[config.mk]
export PLATFORM = sky130hd
export DESIGN_NAME = keypad_lock_controller
export DESIGN_NICKNAME = d
export VERILOG_FILES = /design/src/rtl/keypad_lock_controller.sv
export SDC_FILE = /design/constraint.sdc
export NUM_CORES = 1
export LEC_CHECK = 0
export CAP_MARGIN = 30
export CORE_MARGIN = 5
export CORE_UTILIZATION = 57
export DETAILED_ROUTE_END_ITERATION = 12
export HOLD_SLACK_MARGIN = 0.1
export PLACE_DENSITY = 0.78
export RECOVER_POWER = 25
export SLEW_MARGIN = 25
export SYNTH_ARGS = -nofsm -noshare
export SYNTH_HDL_FRONTEND = slang
export SYNTH_SLANG_ARGS = --single-unit
[constraint.sdc]
create_clock -name clk -period 1.8 [get_ports clk]
set_input_delay 0.27 -clock clk [delete_from_list [all_inputs] [get_ports clk]]
set_output_delay 0.27 -clock clk [all_outputs]
set_load 0.005 [all_outputs]
[src/rtl/keypad_lock_controller.sv]
// Keypad front end for doorLock: collects a PIN, issues lock/unlock pulses, locks out after repeated failures.
// Optional feature: define AUTO_RELOCK_EN to relock automatically after RELOCK_CYCLES in OPEN.
module keypad_lock_controller #(
    parameter int                       CODE_DIGITS    = 4,
    parameter logic [4*CODE_DIGITS-1:0] PASSCODE       = 'h1234,
    parameter int                       MAX_FAILS      = 3,
    parameter int                       LOCKOUT_CYCLES = 1000,
    parameter int                       RELOCK_CYCLES  = 500
) (
    input  logic       clk,
    input  logic       rst,
    input  logic       key_valid,
    input  logic [3:0] key_code,
    input  logic       door_locked,
    output logic       lock,
    output logic       unlock,
    output logic       lockout,
    output logic [2:0] fail_cnt
);

    localparam int BW = 4 * CODE_DIGITS;
`ifdef AUTO_RELOCK_EN
    localparam int TMR_N = (LOCKOUT_CYCLES > RELOCK_CYCLES) ? LOCKOUT_CYCLES : RELOCK_CYCLES;
`else
    localparam int TMR_N = LOCKOUT_CYCLES;
`endif
    localparam int TW = (TMR_N > 1) ? $clog2(TMR_N) : 1;

    localparam logic [TW-1:0] LOCKOUT_LAST = TW'(LOCKOUT_CYCLES - 1);
`ifdef AUTO_RELOCK_EN
    localparam logic [TW-1:0] RELOCK_LAST  = TW'(RELOCK_CYCLES - 1);
`endif
    localparam logic [3:0]    CNT_FULL     = 4'(CODE_DIGITS);
    localparam logic [3:0]    CNT_OVF      = 4'(CODE_DIGITS + 1);
    localparam logic [2:0]    FAIL_MAX     = 3'(MAX_FAILS);

    typedef enum logic [1:0] {
        IDLE,
        ENTRY,
        OPEN,
        LOCKOUT
    } state_t;

    state_t          state_q, state_d;
    logic [BW-1:0]   buf_q, buf_d;
    logic [3:0]      cnt_q, cnt_d;
    logic [2:0]      fail_q, fail_d;
    logic [TW-1:0]   timer_q, timer_d;
    logic            lock_q, lock_d;
    logic            unlock_q, unlock_d;
    logic            lockout_q;
    logic            door_q;

    logic            is_digit, is_clear, is_enter, is_lock;
    logic            door_rise;
    logic [2:0]      fail_inc;
    state_t          fail_state;

    assign is_digit   = key_valid && (key_code <= 4'd9);
    assign is_clear   = key_valid && (key_code == 4'hA);
    assign is_enter   = key_valid && (key_code == 4'hB);
    assign is_lock    = key_valid && (key_code == 4'hC);
    assign door_rise  = door_locked && !door_q;
    assign fail_inc   = fail_q + 3'd1;
    assign fail_state = (fail_inc >= FAIL_MAX) ? LOCKOUT : IDLE;

    // NOTE: every output of this block gets a default first, so no path can infer a latch.
    always_comb begin
        state_d  = state_q;
        buf_d    = buf_q;
        cnt_d    = cnt_q;
        fail_d   = fail_q;
        timer_d  = '0;
        lock_d   = 1'b0;
        unlock_d = 1'b0;
        case (state_q)
            IDLE: begin
                if (is_digit) begin
                    buf_d   = BW'(key_code);
                    cnt_d   = 4'd1;
                    state_d = ENTRY;
                end else if (is_enter) begin
                    fail_d  = fail_inc;
                    state_d = fail_state;
                end else if (is_lock) begin
                    lock_d  = 1'b1;
                end
            end
            ENTRY: begin
                if (is_digit) begin
                    buf_d = (buf_q << 4) | BW'(key_code);
                    cnt_d = (cnt_q == CNT_OVF) ? cnt_q : cnt_q + 4'd1;
                end else if (is_clear || is_lock || is_enter) begin
                    buf_d   = '0;
                    cnt_d   = '0;
                    state_d = IDLE;
                    lock_d  = is_lock;
                    // A count past CODE_DIGITS never matches, even if the low digits do.
                    if (is_enter && cnt_q == CNT_FULL && buf_q == PASSCODE) begin
                        unlock_d = 1'b1;
                        fail_d   = '0;
                        state_d  = OPEN;
                    end else if (is_enter) begin
                        fail_d   = fail_inc;
                        state_d  = fail_state;
                    end
                end
            end
            OPEN: begin
                if (is_lock) begin
                    lock_d  = 1'b1;
                    state_d = IDLE;
                end else if (door_rise) begin
                    state_d = IDLE;
`ifdef AUTO_RELOCK_EN
                end else if (timer_q == RELOCK_LAST) begin
                    lock_d  = 1'b1;
                    state_d = IDLE;
                end else begin
                    timer_d = timer_q + TW'(1);
`endif
                end
            end
            LOCKOUT: begin
                if (timer_q == LOCKOUT_LAST) begin
                    fail_d  = '0;
                    state_d = IDLE;
                end else begin
                    timer_d = timer_q + TW'(1);
                end
            end
            default: state_d = IDLE;
        endcase
    end

    // NOTE: sequential state uses non-blocking assignments so all registers update together.
    always_ff @(posedge clk) begin
        if (rst) begin
            state_q   <= IDLE;
            buf_q     <= '0;
            cnt_q     <= '0;
            fail_q    <= '0;
            timer_q   <= '0;
            lock_q    <= 1'b0;
            unlock_q  <= 1'b0;
            lockout_q <= 1'b0;
            door_q    <= 1'b0;
        end else begin
            state_q   <= state_d;
            buf_q     <= buf_d;
            cnt_q     <= cnt_d;
            fail_q    <= fail_d;
            timer_q   <= timer_d;
            lock_q    <= lock_d;
            unlock_q  <= unlock_d;
            lockout_q <= (state_d == LOCKOUT);
            door_q    <= door_locked;
        end
    end

    assign lock     = lock_q;
    assign unlock   = unlock_q;
    assign lockout  = lockout_q;
    assign fail_cnt = fail_q;

endmodule

# [Yosys cells after proc, flatten, opt, wreduce, memory -nomap -nowiden]
# Cells that the tools add are included.
[op_classes] n_addsub=3 n_mul=0 n_div=0 n_lt_le_gt_ge=2 eq_ne=18 shifts=0 muxes=34 n_bitwise=4 reduce_logical=18
[op_table] cell="$mux W16" n=3
[op_table] cell="$pmux W16 S2" n=1
[op_table] cell="$mux W2" n=10
[op_table] cell="$mux W3" n=6
[op_table] cell="$eq A16 B13 Y1 const B" n=1
[op_table] cell="$mux W4" n=4
[op_table] cell="$or A16 B4 Y16" n=1
[op_table] cell="$eq A4 B4 Y1 const B" n=3
[op_table] cell="$add A10 B1 Y10 const B" n=1
[op_table] cell="$eq A10 B10 Y1 const B" n=1
[op_table] cell="$ne A2 B2 Y1 const B" n=5
[op_table] cell="$pmux W3 S3" n=1
[op_table] cell="$eq A4 B3 Y1 const B" n=2
[op_table] cell="$pmux W2 S4" n=1
[op_table] cell="$pmux W4 S2" n=1
[op_table] cell="$logic_and A1 B1 Y1" n=7
[op_table] cell="$eq A2 B2 Y1 const B" n=3
[op_table] cell="$mux W1" n=6
[op_table] cell="$ne A3 B3 Y1 const B" n=2
[op_table] cell="$reduce_and A5 Y1" n=1
[op_table] cell="$add A4 B1 Y4 const B" n=1
[op_table] cell="$le A4 B4 Y1 const B" n=1
[op_table] cell="$reduce_and A4 Y1" n=1
[op_table] cell="$reduce_or A4 Y1" n=1
[op_table] cell="12 further kinds" n=15
[word_totals] register_bits=39 latch_bits=0 mem_bits_rw=0 romBits=0 mem_count=0

# [Logic depth before layout (Yosys ltp)]
# Gate-level depths: netlist (run 1).
[depth] word_depth=9 ltp_mapped=8

# [Worst setup path before layout (run 1)]
# Ideal clock, no wire load.
[synth_timing] path_kind="register to register" start="register fail_q[0], in the netlist fail_cnt[0]" end="register lockout_q, in the netlist lockout" setup_time_ns=0.074 arrival_ns=1.512 t_required_ns=1.726 path_slack_ns=0.214 stages_incl_launch_ff=7 period_less_slack_ns=1.586 cell_sequence="dfxtp_1 inv_1 ha_1 o21bai_1 nor2b_1 or4_4 a31oi_2"
[synth_via] elab_chain_cells=9 elab_cells_between_ends=11 cone_classes="1 x add/sub; 1 x order compare; 1 x eq/ne; 8 x mux"
[synth_lines] item="start, declared" line="47" text="logic [2:0] fail_q, fail_d;"
[synth_lines] item="start signal, assigned" line="152" text="fail_q <= fail_d;"
[synth_lines] item="$add A3 B1 Y3 *" line="64" text="assign fail_inc = fail_q + 3'd1;"
[synth_lines] item="$ge A3 B2 Y1 *" line="65" text="assign fail_state = (fail_inc >= FAIL_MAX) ? LOCKOUT : IDLE;"
[synth_lines] item="$mux W2 *" line="65"
[synth_lines] item="$mux W2" line="103" text="end else if (is_enter) begin"
[synth_lines] item="$mux W2" line="99" text="if (is_enter && cnt_q == CNT_FULL && buf_q == PASSCODE) begin"
[synth_lines] item="$mux W2" line="93" text="end else if (is_clear || is_lock || is_enter) begin"
[synth_lines] item="$mux W2" line="90" text="if (is_digit) begin"
[synth_lines] item="$pmux W2 S4 *" line="76" text="case (state_q)"
[synth_lines] item="$eq A2 B2 Y1 *" line="156" text="lockout_q <= (state_d == LOCKOUT);"
[synth_lines] item="end signal, assigned" line="156"
[synth_lines] item="end, declared" line="51" text="logic lockout_q;"
# Mark *: on every way between the ends. The rest lies on a longest branch, timed or not.
# A chain may end at the register's enable or synchronous reset.

# [Worst setup path in the final report (run 1)]
[layout_timing] start="input port key_code[1]" end="register cnt_q[1]"
[layout_via] elab_chain_cells=6 elab_cells_between_ends=16 cone_classes="1 x order compare; 6 x eq/ne; 2 x mux; 7 x reduce/logical"
[layout_lines] item="start, declared" line="13" text="input logic [3:0] key_code,"
[layout_lines] item="branches (longest 6 deep; another with $le A4 B4 Y1)"
[layout_lines] item="end signal, assigned" line="151" text="cnt_q <= cnt_d;"
[layout_lines] item="end, declared" line="46" text="logic [3:0] cnt_q, cnt_d;"
# Parallel ways; which one is timed is not known.

==> results of run 1 <==
-- logic make-up after synthesis --
group	count (synthesis)	synth area share [%]
buffers and inverters	16	4.59
AO/OA/AOI/OAI	41	16.7
multiplexers	1	0.787
adder cells (fa/ha/maj)	6	3.93
XOR/XNOR	9	4.13
AND/OR/NAND/NOR	95	28.9
flip-flops	39	40.9
-- sequential cells by signal, summed over array words and instances (netlist names) --
name,count
timer_q,10
buf_q,16
door_q,1
lock,1
fail_cnt,3
cnt_q,4
unlock,1
lockout,1
state_q,2
-- final timing paths --
| check | from | to | slack, ns | cells past startpoint |
|---|---|---|---|---|
| hold / removal | timer_q[0] | timer_q[0] | 0.48 | 1 |
| hold reg to reg | timer_q[0] | timer_q[0] | 0.48 | 1 |
| setup reg to reg | timer_q[0] | fail_cnt[1] | 0.10 | 6 |
| setup / recovery | key_code[1] | cnt_q[1] | 0.07 | 6 |
-- critical path: cells and delay by family --
kind | cells | cell delay (ns)
AO/OA/AOI/OAI | 2 | 0.51
buffers and inverters | 1 | 0.63
multiplexers | 1 | 0.34
AND/OR/NAND/NOR | 2 | 0.28
-- metrics by stage --
step           cell area (um2)  power, W  setup TNS, ns  hold slack (ns)  utilization, %
2_1_floorplan             1910  0.000998              0            0.398               -
3_5_place_dp              2140   0.00106          -1.53            0.455            65.3
6_report                  2250   0.00174              0            0.482            68.4
4_1_cts                   2250   0.00176              0            0.483            68.4
3_3_place_gp              2140   0.00105         -0.496            0.450            65.3
5_1_grt                   2250   0.00181              0            0.509            68.4
-- power by group through the flow --
stage / combinational (W) / clock [W] / sequential, W
2_1_floorplan: 0.0000943 / 0 / 0.000903
3_3_place_gp: 0.000145 / 0 / 0.000907
3_5_place_dp: 0.000149 / 0 / 0.000907
4_1_cts: 0.000150 / 0.000723 / 0.000888
5_1_grt: 0.000164 / 0.000757 / 0.000889
6_report: 0.000148 / 0.000707 / 0.000888
-- cells in the final DEF (no fill, tap or decap), types with 2 or more instances in the layout --
cell / count
a211oi_1: 2
a21oi_1: 6
a22oi_1: 14
and3_1: 5
and4b_1: 2
buf_4: 12
bufinv_16: 2
clkbuf_4: 5
clkdlybuf4s50_1: 8
dfxtp_1: 38
dlygate4sd3_1: 5
ha_1: 6
inv_1: 7
nand2_1: 12
nand3_1: 10
nand4_1: 4
nor2_1: 33
nor2b_1: 3
nor3_1: 2
nor4_2: 2
o21ai_0: 5
o21ai_2: 2
or3_1: 3
xnor2_1: 5
xor2_1: 4
-- routing by layer --
layer / GRT usage (%) / up-vias / share of wire [%]
met3: 4.93 / 7 / 4.5
met4: 9.68 / 0 / 2.3
li1: - / 792 / -
met5: 0 / - / 0
met1: 24.5 / 754 / 45
met2: 31.5 / 32 / 48
-- synthesized netlist by cell type, drive strengths merged, types with 3 or more instances --
cell type  number  area, um2
a21oi           6       30.0
a22oi          14        105
and3            5       31.3
buf             6       50.0
clkbuf          3       11.3
dfxtp          39        781
ha              6       75.1
inv             7       26.3
nand2          12       45.0
nand3          10       50.1
nand4           4       25.0
nor2           35        141
nor2b           4       32.5
nor3            3       20.0
o21ai           7       50.1
or3             3       18.8
xnor2           5       43.8
xor2            4       35.0
-- area by class of cell --
class | count | area share, %
Multi-Input combinational cell | 152 | 46.2
Sequential cell | 39 | 34.8
Timing Repair Buffer | 26 | 10.7
Clock inverter | 2 | 2.67
Tap cell | 46 | 2.56
Clock buffer | 6 | 1.84
Inverter | 7 | 1.17
==> reports/metrics.csv, run 1 <==
stage;metric;value;unit
floorplan;die_area;4600;um2
floorplan;initial_utilization;58.1;%
job;maxCapViolCount;0;
detailed_routing;drc;0;
floorplan;rows;21;
grt;groute.usage.overall;19.6;%
critical_path;critPathMaxStageDelay;0.63;ns
cts;cts_tree;done;
power_and_ir_drop;p_per_area;776;nW/um2
finish;fillCellCount;272;
detailed_routing;wl_per_cell;14.2;um
timing;period_minus_slack;1.73;ns
power_and_ir_drop;p_int;0.00138;W
critical_path;critPathRequiredTime;2.09;ns
timing;setup_ws;0.0734;ns
detailed_routing;wirelength;3.94;mm
timing;final_max_slew_viol_count;0;
finish;drive_gt1_share;17.2;%
critical_path;slowest_stage;dlygate4sd3_1;
yosys;synth.avg_cell_area;9.22;um2
detailed_routing;vias;1585;
detailed_routing;first_pass_iters;5;
run_status;status;completed;
floorplan;io_pins;14;
floorplan;die_w;67.9;um
timing;setup_viol;0;
detailed_routing;vias_per_cell;5.70;
grt;antenna_found_initial;0;
yosys;synthCells;207;
yosys;synth_cell_types;57;
detailed_routing;ant_nets;0;
critical_path;critPathKind;primary input to flop;
finish;diodes;0;
cts;post_cts_buffers;0;
timing;period_share;95.9;%
critical_path;worstPathArrival;2.02;ns
finish;seq_area;782;um2
power_and_ir_drop;switching_share;20.9;%
yosys;synth_edf_count;0;
finish;multi_input_area;1040;um2
cts;clkSinkCount;39;
cts;clock_path_buffers;2;
power_and_ir_drop;leakage;0.849;nW
cts;cts_buffers;5;
timing;grt_setup_unrepaired;false;
grt;grt_pass1_wl;6.80;mm
floorplan;dieHeight;67.9;um
timing;worstMarginPinSlew;0.415;ns
yosys;yosysWarnings;0;
grt;grt_max_degree;17;
critical_path;path_cells;dlygate4sd3_1 > nor2b_1 > o211a_4 > o21ai_2 > mux2_4 > nor2_2;
power_and_ir_drop;power_frac_clock;40.6;%
detailed_routing;drt_iter0_drc;120;
placement;dp.final_hpwl;2.96;mm
timing;worst_clock_skew;0.00449;ns
yosys;seq_area_frac_synth;40.9;%
critical_path;cp-end-kind;flop;
critical_path;cp_max_fo;5;
cts;htree_levels;2;
grt;overflow;0;
worst_hold_path;min_path_type;flop to flop;
finish;syn_to_final_growth;17.7;%
floorplan;core_area;3280;um2
cts;cts-root-buf;clkbuf_4;
power_and_ir_drop;vdd_drop_max;0.629;mV
cts;clock_latency;0.34;ns
timing;hold_viol_final;0;
yosys;synth_area;1910;um2
power_and_ir_drop;seq_power_share;50.9;%
yosys;syn-num-nets;221;
timing;max_slew_margin;71.6;%
timing;fmax;579;MHz
yosys;ys_ff_latch;39;
power_and_ir_drop;p_comb_share;8.5;%
cts;post_cts_resized;0;
placement;gp_congestion;0.889;
critical_path;start_kind;primary input;
yosys;ys.flop_type;dfxtp_1;
cts;hold_buffers;0;
yosys;async_flop_share;0;%
finish;finalNetCount;245;
placement;dp_cells;270;
cts;clkTransAtPathRegs;0.11;ns
finish;fin_cells;278;
grt;grt_pass1_vias;1547;
placement;place_ws;-0.142;ns
power_and_ir_drop;p_sw;0.000364;W
placement;io_buffers;13;
Power figures use the tool's default switching activity.
==> run 2: changes to the inputs <==
--- a/config.mk
+++ b/config.mk
@@ -10,9 +10,9 @@
 export CORE_UTILIZATION = 57
 export DETAILED_ROUTE_END_ITERATION = 12
 export HOLD_SLACK_MARGIN = 0.1
-export PLACE_DENSITY = 0.78
+export PLACE_DENSITY = 0.74
 export RECOVER_POWER = 25
-export SLEW_MARGIN = 25
+export SLEW_MARGIN = 20
 export SYNTH_ARGS = -nofsm -noshare
 export SYNTH_HDL_FRONTEND = slang
 export SYNTH_SLANG_ARGS = --single-unit
==> run 2 against run 1 <==
  * Clock skew grew 0.0097 ns
  * Register-to-register slack is essentially flat
  * Hold slack lost 0.0089 ns
  * Wire length shrank 0.38%
  * Maximum frequency grew 0.78%
  * Critical path depth is the same
  * First-iteration DRC count shrank 3.3%
  * Flip-flop and latch count is the same
  * Via count shrank 2.8%
  * Largest cell class unchanged
==> reports/metrics.csv, run 2 (synthesized netlist as in run 1, its figures left out) <==
stage;metric;value;unit
critical_path;critPathRequiredTime;2.08;ns
detailed_routing;first_pass_iters;4;
finish;largest_reg_flops;16;
cts;clkSinkCount;39;
finish;layout_commonest_cell;dfxtp_1;
detailed_routing;wl_per_cell;14.2;um
detailed_routing;wirelength;3.92;mm
floorplan;core_area;3280;um2
finish;regMostFlops;buf_q;
floorplan;initial_utilization;58.1;%
finish;fillCellCount;258;
power_and_ir_drop;switching_share;25.0;%
power_and_ir_drop;leakage;0.819;nW
timing;worstMarginPinSlew;0.629;ns
job;maxCapViolCount;0;
worst_hold_path;min_path_cells;1;
critical_path;critical_path.reg2reg.startpoint;fail_cnt[0];
finish;largestRegisters;buf_q: 16 flops, timer_q: 10 flops, cnt_q: 4 flops;
placement;io_buffers;13;
critical_path;start_kind;primary input;
floorplan;io_pins;14;
cts;clkTransAtPathRegs;0.10;ns
timing;worst_clock_skew;0.0142;ns
critical_path;worstPathArrival;2.00;ns
detailed_routing;vias_per_cell;5.56;
detailed_routing;ant_nets;0;
timing;final_max_slew_viol_count;0;
cts;cts_buffers;5;
finish;multi_input_area;1030;um2
timing;fmax;584;MHz
detailed_routing;drc;0;
finish;seq_area;782;um2
detailed_routing;vias;1541;
cts;cts_tree;done;
cts;clock_latency;0.35;ns
cts;htree_levels;2;
placement;dp.final_hpwl;2.97;mm
power_and_ir_drop;p_per_area;671;nW/um2
power_and_ir_drop;seq_power_share;60.6;%
timing;period_minus_slack;1.71;ns
power_and_ir_drop;power_frac_clock;29.1;%
run_status;status;completed;
grt;grt_pass1_wl;6.69;mm
critical_path;slowest_stage;clkdlybuf4s50_1;
worst_hold_path;hold_end;timer_q[0];
critical_path;critPathKind;primary input to flop;
floorplan;rows;21;
power_and_ir_drop;vdd_drop_max;0.474;mV
timing;whs;0.473;ns
power_and_ir_drop;p_comb_share;10.3;%
grt;overflow;0;
detailed_routing;dr_wl_met2;1.80;mm
finish;diodes;0;
cts;cts-root-buf;clkbuf_4;
critical_path;ff2ff_path_depth;6;
finish;post-route-util;66.4;%
finish;final_cell_mix;dfxtp_1, nor2_1, a22oi_1;
timing;hold_viol_final;0;
floorplan;die_area;4600;um2
critical_path;cp_num_buf_inv;1;
timing;grt_setup_unrepaired;true;
floorplan;dieHeight;67.9;um
detailed_routing;wl_met3;140;um
critical_path;reg2reg_setup_slack;0.09;ns
timing;max_slew_margin;57.0;%
cts;hold_buffers;0;
detailed_routing;drt-met1-wl;1.92;mm
finish;finalNetCount;244;
critical_path;cp-end-kind;flop;
critical_path;critPathMaxStageDelay;0.57;ns
detailed_routing;highest_layer;met4;
worst_hold_path;min_path_type;flop to flop;
detailed_routing;drt_iter0_drc;116;
worst_hold_path;hp-start;timer_q[0];
placement;gp_congestion;0.825;
grt;grt_pass1_vias;1463;
critical_path;critPathTopFamily;buffers and inverters;
cts;clock_path_buffers;2;
grt;antenna_found_initial;0;
timing;setup_viol;0;
critical_path;cp_max_fo;5;
timing;period_share;95.2;%
power_and_ir_drop;p_int;0.00110;W
power_and_ir_drop;p_sw;0.000366;W
critical_path;path_cells;clkdlybuf4s50_1 > nor3b_1 > o211a_4 > o21ai_4 > mux2_4 > nor2_2;
grt;groute.usage.overall;19.2;%
grt;grt_max_degree;22;
finish;drive_gt1_share;16.5;%
critical_path;r2r-end;lockout;
finish;syn_to_final_growth;14.4;%
floorplan;die_w;67.9;um
-- run 2: how the worst max path moves through the flow --
stage	start	to	slack, ns	cells past startpoint
6_report	key_code[2]	cnt_q[1]	0.09	6
4_1_cts	fail_cnt[0]	lockout	0.04	6
5_1_grt	timer_q[0]	fail_cnt[1]	-0.006	6
3_5_place_dp	key_code[1]	state_q[0]	-0.16	6
3_3_place_gp	key_code[1]	state_q[0]	-0.1	6
2_1_floorplan	fail_cnt[0]	lockout	0.21	6
-- run 2: timing repair --
action                     4_1_cts  5_1_grt
buffers inserted                 0        0
setup endpoints to repair        0        4
gates resized for setup          0        2
hold endpoints to repair         0        0
-- run 2: stage by stage --
stage | std cells | TNS [ns] | worst slack, ns | power, W | instance area (um2)
2_1_floorplan | 207 | 0 | 0.214 | 0.000998 | 1910
3_3_place_gp | 269 | -0.840 | -0.0961 | 0.00105 | 2140
6_report | 277 | 0 | 0.0868 | 0.00146 | 2180
4_1_cts | 277 | 0 | 0.0377 | 0.00148 | 2190
3_5_place_dp | 269 | -1.89 | -0.158 | 0.00106 | 2140
5_1_grt | 277 | -0.0108 | -0.00619 | 0.00153 | 2180
-- run 2: layout make-up --
class	count	area share, %
repair buffers	25	10.7
clock buffers	7	2.06
inverters	7	1.20
well taps	46	2.64
multi-input cells	152	47.4
clock inverters	1	0.229
flip-flops and latches	39	35.8
-- run 2: routing by layer --
layer,vias up,global-route usage (%)
li1,786,-
met1,726,26.7
met2,21,29.5
met3,8,3.94
met4,0,6.70
met5,-,0
-- run 2: power groups by stage --
stage | clock (W) | sequential, W | combinational [W]
final | 0.000426 | 0.000888 | 0.000150
after global routing | 0.000479 | 0.000890 | 0.000163
after CTS | 0.000437 | 0.000887 | 0.000151
after detailed placement | 0 | 0.000907 | 0.000150
after global placement | 0 | 0.000907 | 0.000147
after floorplan | 0 | 0.000903 | 0.0000943
==> run 3: changes to the inputs <==
--- a/config.mk
+++ b/config.mk
@@ -5,12 +5,13 @@
 export SDC_FILE = /design/constraint.sdc
 export NUM_CORES = 1
 export LEC_CHECK = 0
+export ABC_AREA = 1
 export CAP_MARGIN = 30
 export CORE_MARGIN = 5
-export CORE_UTILIZATION = 57
+export CORE_UTILIZATION = 58
 export DETAILED_ROUTE_END_ITERATION = 12
 export HOLD_SLACK_MARGIN = 0.1
-export PLACE_DENSITY = 0.74
+export PLACE_DENSITY = 0.75
 export RECOVER_POWER = 25
 export SLEW_MARGIN = 20
 export SYNTH_ARGS = -nofsm -noshare
==> run 3 against run 2 <==
  * Clock skew shrank 0.0039 ns
  * Clock power grew 44%
  * Utilization grew 1.4 points
  * Flip-flop and latch count is the same
  * Die area grew 2.0%
  * Cell count grew 26%
  * Global-route usage grew 0.11 points
  * Sequential share of layout area shrank 1.4 points
==> reports/metrics.csv, run 3 <==
stage;metric;value;unit
critical_path;critPathKind;primary input to flop;
cts;cts_buffers;5;
critical_path;cp_max_fo;4;
placement;gp_congestion;0.858;
critical_path;start_kind;primary input;
cts;clock_latency;0.35;ns
detailed_routing;vias;1728;
yosys;ys_ff_latch;39;
floorplan;core_area;3340;um2
timing;final_max_slew_viol_count;0;
yosys;synth_edf_count;0;
finish;regMostFlops;buf_q;
detailed_routing;vias_per_cell;4.94;
yosys;synth.avg_cell_area;7.05;um2
power_and_ir_drop;p_per_area;737;nW/um2
cts;clkSinkCount;39;
yosys;synth_area;1990;um2
finish;largest_reg_flops;16;
cts;cts-root-buf;clkbuf_4;
yosys;synthXorXnorAreaFrac;1.76;%
grt;antenna_found_initial;0;
timing;max_slew_margin;72.9;%
job;maxCapViolCount;0;
grt;grt_pass1_wl;6.72;mm
finish;post-route-util;67.9;%
grt;grt_pass1_vias;1554;
run_status;status;completed;
cts;post_cts_buffers;0;
critical_path;critPathRequiredTime;2.05;ns
timing;worstMarginPinSlew;0.406;ns
floorplan;initial_utilization;59.6;%
power_and_ir_drop;p_total;0.00167;W
finish;diodes;0;
yosys;synth_top_family_by_area;simple AND/OR/NAND/NOR gates;
finish;drive_gt1_share;10.9;%
critical_path;cp-end-kind;flop;
worst_hold_path;min_path_type;primary input to flop;
floorplan;rows;21;
cts;cts_tree;done;
timing;fmax;619;MHz
finish;fin_area;2260;um2
grt;groute.usage.overall;19.3;%
yosys;synthSimpleGateAreaFrac;36.1;%
cts;hold_buffers;0;
yosys;yosysWarnings;0;
yosys;ys.flop_type;dfxtp_1;
yosys;synth_compound_area_share;9.31;%
finish;final_cell_mix;nand2_1, dfxtp_1, inv_1;
placement;dp.final_hpwl;2.91;mm
yosys;yosysMostFrequentCell;nand2_1;
power_and_ir_drop;leakage;0.945;nW
timing;period_share;89.8;%
detailed_routing;drc;0;
floorplan;die_w;68.5;um
detailed_routing;wl_per_cell;10.9;um
finish;finalNetCount;317;
yosys;synth_area_leader_cell;dfxtp_1;
cts;clkTransAtPathRegs;0.11;ns
detailed_routing;first_pass_iters;4;
detailed_routing;drt_iter0_drc;122;
timing;period_minus_slack;1.62;ns
critical_path;worstPathArrival;1.86;ns
placement;io_buffers;13;
yosys;synth_cell_types;30;
timing;worst_clock_skew;0.0103;ns
power_and_ir_drop;vdd_drop_max;0.690;mV
detailed_routing;wirelength;3.83;mm
timing;setup_viol;0;
yosys;async_flop_share;0;%
timing;whs;0.457;ns
yosys;seq_area_frac_synth;39.3;%
floorplan;io_pins;14;
finish;syn_to_final_growth;13.9;%
yosys;ys_top_cells_by_area;dfxtp_1, nand2_1, inv_1, a21oi_1, nor2_1;
yosys;syn-num-nets;296;
floorplan;dieHeight;68.5;um
timing;grt_setup_unrepaired;false;
yosys;synthMuxAreaShare;0;%
yosys;synth_top_area_share;39.3;%
cts;post_cts_resized;0;
yosys;synth_commonest_cells;nand2_1, dfxtp_1, inv_1;
finish;largestRegisters;buf_q: 16 flops, timer_q: 10 flops, cnt_q: 4 flops;
placement;place_area;2190;um2
yosys;synthCells;282;
grt;grt_max_degree;19;
finish;layout_commonest_cell;nand2_1;
yosys;synthAdderAreaFrac;3.78;%
grt;overflow;0;
timing;hold_viol_final;0;
detailed_routing;ant_nets;0;
cts;clock_path_buffers;2;
cts;htree_levels;2;
floorplan;die_area;4700;um2
run 3: metrics by stage:
step | setup slack [ns] | std cells | TNS (ns)
after global placement | -0.0383 | 342 | -0.0587
after CTS | 0.194 | 350 | 0
after global routing | 0.0467 | 350 | 0
after floorplan | 0.354 | 282 | 0
final | 0.184 | 350 | 0
after detailed placement | -0.0698 | 342 | -0.228
run 3: worst paths after layout:
check / startpoint / endpoint / slack (ns) / depth (start not counted)
setup / recovery: key_code[3] / lockout / 0.18 / 10
hold / removal: door_locked / door_q / 0.46 / 3
setup reg to reg: fail_cnt[0] / lockout / 0.22 / 11
hold reg to reg: buf_q[3] / buf_q[7] / 0.47 / 2
run 3: cells by family after synthesis:
logic type / Yosys count
compound gates: 36
xor+xnor: 4
fa+ha+maj: 6
buf+inv: 47
flops: 39
simple gates: 150
run 3: critical path, stage by stage:
cell	delay [ns]
dlygate4sd3_1	0.61
inv_1	0.07
nor2_1	0.15
nand3_1	0.10
nor2_1	0.19
nand2_1	0.12
nand2_1	0.08
nand2_1	0.05
a21oi_1	0.16
nor2_1	0.07
run 3: final cells by class:
| type | count | area [um2] |
|---|---|---|
| Clock buffer | 6 | 51.3 |
| Clock inverter | 2 | 35.0 |
| Fill cell | 304 | 1070 |
| Inverter | 43 | 166 |
| Multi-Input combinational cell | 196 | 1010 |
| Sequential cell | 39 | 781 |
| Tap cell | 46 | 57.6 |
| Timing Repair Buffer | 18 | 168 |
run 3: power by group:
group | total (W) | internal [W] | switching (W)
Clock | 0.000615 | 0.000328 | 0.000287
Sequential | 0.000894 | 0.000880 | 0.0000146
Combinational | 0.000161 | 0.0000595 | 0.000102
run 3: per-layer routing:
metal	share of wire [%]	GRT usage, %	vias to the layer above
li1	-	-	937
met1	49	24.5	753
met3	3.9	4.38	9
met5	0	0	-
met2	45	31.0	29
met4	2.2	8.93	0
==> edit: new RTL, settings of run 3 <==
Change the parameter `LOCKOUT_CYCLES` from 1000 to 500.
--- a/src/rtl/keypad_lock_controller.sv
+++ b/src/rtl/keypad_lock_controller.sv
@@ -6,3 +6,3 @@
     parameter int                       MAX_FAILS      = 3,
-    parameter int                       LOCKOUT_CYCLES = 1000,
+    parameter int                       LOCKOUT_CYCLES = 500,
     parameter int                       RELOCK_CYCLES  = 500
Function: no difference found for any inputs over 10 cycles, from zero or initial values and one cycle with rst high; that may be too few to reach the edited logic, so the function may still have changed.
==> edit against run 3 <==
Via count shrank 2.3%; die area shrank 2.6%; synthesized area is 3.1% lower; global-route usage down 0.56 points; register-to-register slack lost 0.04 ns; count of clock-buffer cells in the layout decreased by 1; synthesized cell count decreased by 0.71%; worst setup slack worse by 0.056 ns; total power up 6.4%; sequential cell count fell by 1; routed wire length fell by 3.4%; final area is 0.39% lower; critical path type unchanged; combinational power is 2% higher.
==> edit: results (changes against run 3) <==
critPathTopFamily: "buffers and inverters"
internal-power_mw: 1.35  # +6.8%
highest_layer: "met4"
first_pass_iters: 4  # unchanged
crit_path_start: "key_code[3]"
layout-drive-gt1-share_pct: 10.5  # -0.36 points
vias_per_cell: 4.81  # -2.5%
syn_nets: 294  # -0.68%
clk-insertion-delay-late_ns: 0.35  # about the same
async_reset_ff_share_pct: 0  # unchanged
seqPwrFrac_pct: 49.2  # -4.3 points
grt_pass1_vias: 1523  # -2.0%
synth_warnings: 0  # unchanged
r2r_setup_slack_ns: 0.18  # -0.04 ns
routedWlPerCell_um: 10.5  # -3.7%
grt_pass1_wl_um: 6530  # -2.8%
gr-usage-met3_pct: 4.66  # +0.28 points
drt_iter0_drc: 124  # +1.6%
use_met1_pct: 24.6  # +0.17 points
cp_max_fo: 16  # +12
nets: 318  # +0.32%
numCtsBuffers: 5  # unchanged
rr_worst_depth: 8  # -3
fin_crit_sh_pct: 92.9  # +3.1 points
r2r-end: "buf_q[10]$_SDFFE_PP0P_"
ys_seq_area_share_pct: 39.5  # +0.21 points
criticalPathCategory: "in -> reg"
synth.top_cells.by_count: "nand2_1, dfxtp_1, inv_1, nor2_1, nand3_1"
reg_top3: "buf_q: 16 flops, timer_q: 9 flops, cnt_q: 4 flops"
route.met2.wl_um: 1620  # -5.9%
path_clk_slew_ns: 0.12
dr_wl_met3_um: 133  # -10%
power_mw: 1.78  # +6.4%
finClkSkew_ns: 0.0102  # -0.000123 ns
reg2reg_from: "state_q[1]$_SDFF_PP0_"
gp_congestion: 0.822  # -4.2%
arrival_ns: 1.92  # +0.06 ns
worstMarginPinSlew_ns: 0.461  # +0.0555 ns
m1WireLength_um: 1870  # -0.21%
holdCritStartpoint: "door_locked"
pre_cts_ws_ns: -0.0801  # -0.0103 ns
grt_antenna_before_repair: 0  # unchanged
clkPwrFrac_pct: 41.5  # +4.7 points
placed_cell_area_mm2: 0.00215  # -1.5%
synth.distinct_cells: 30  # unchanged
grtUsageMet2_pct: 28.9  # -2.1 points
endpoint: "buf_q[1]$_SDFFE_PP0P_"
status: "complete, no violations"
irDropWorstVdd_uv: 464  # -33%
track_usage_pct: 18.7  # -0.56 points
synth_area_leaders: "dfxtp_1, nand2_1, inv_1, nand3_1, nor2_1"
hpwl_um: 2700  # -7.1%
power_leakage_nw: 0.995  # +5.2%
edit: cell types whose count changed in the layout (fill, tap and decap cells not counted), moves of 2 or more:
cell | before | now
buf_4 | 5 | 9
nand2_1 | 70 | 66
o21ai_0 | 8 | 6
nand4_1 | 6 | 4
o21ai_1 | 0 | 2
a21oi_1 | 26 | 24
nor2_1 | 34 | 36
nand3_1 | 17 | 27
nor2_4 | 5 | 1
nand2_2 | 4 | 2
edit: timing repair:
item                       4_1_cts  5_1_grt
setup endpoints to repair        0        1
hold endpoints to repair         0        0
gates resized for setup          0        1
buffers inserted                 0        0
edit: how the worst min path moves through the flow:
stage | endpoint | slack (ns) | depth (start not counted)
floorplan | door_q$_SDFF_PP0_ | 0.40 | 2
global placement | timer_q[0]$_SDFF_PP0_ | 0.43 | 1
detailed placement | timer_q[0]$_SDFF_PP0_ | 0.44 | 1
CTS | door_q$_SDFF_PP0_ | 0.45 | 3
global route | door_q$_SDFF_PP0_ | 0.47 | 3
finish | door_q$_SDFF_PP0_ | 0.45 | 3
edit: area by class of cell:
class | instances | area [µm²]
Fill cell | 278 | 1030
Tap cell | 46 | 57.6
Multi-Input combinational cell | 194 | 970
Timing Repair Buffer | 22 | 198
Clock buffer | 5 | 37.5
Sequential cell | 38 | 761
Clock inverter | 3 | 68.8
Inverter | 43 | 164
edit: kinds of logic (layout without fill, tap and decap cells):
kind of cell	after synthesis	in the layout	share of synthesized area, %
fa+ha+maj	6	6	3.90
xor+xnor	3	3	1.36
simple gates	150	150	35.2
flops	38	38	39.5
buf+inv	48	73	10.3
compound gates	35	35	9.81
edit: per-stage QoR:
step,std cells,utilization (%)
after CTS,351,68.8
final,351,68.7
after floorplan,280,-
after detailed placement,343,65.6
after global placement,343,65.6
after global routing,351,68.7
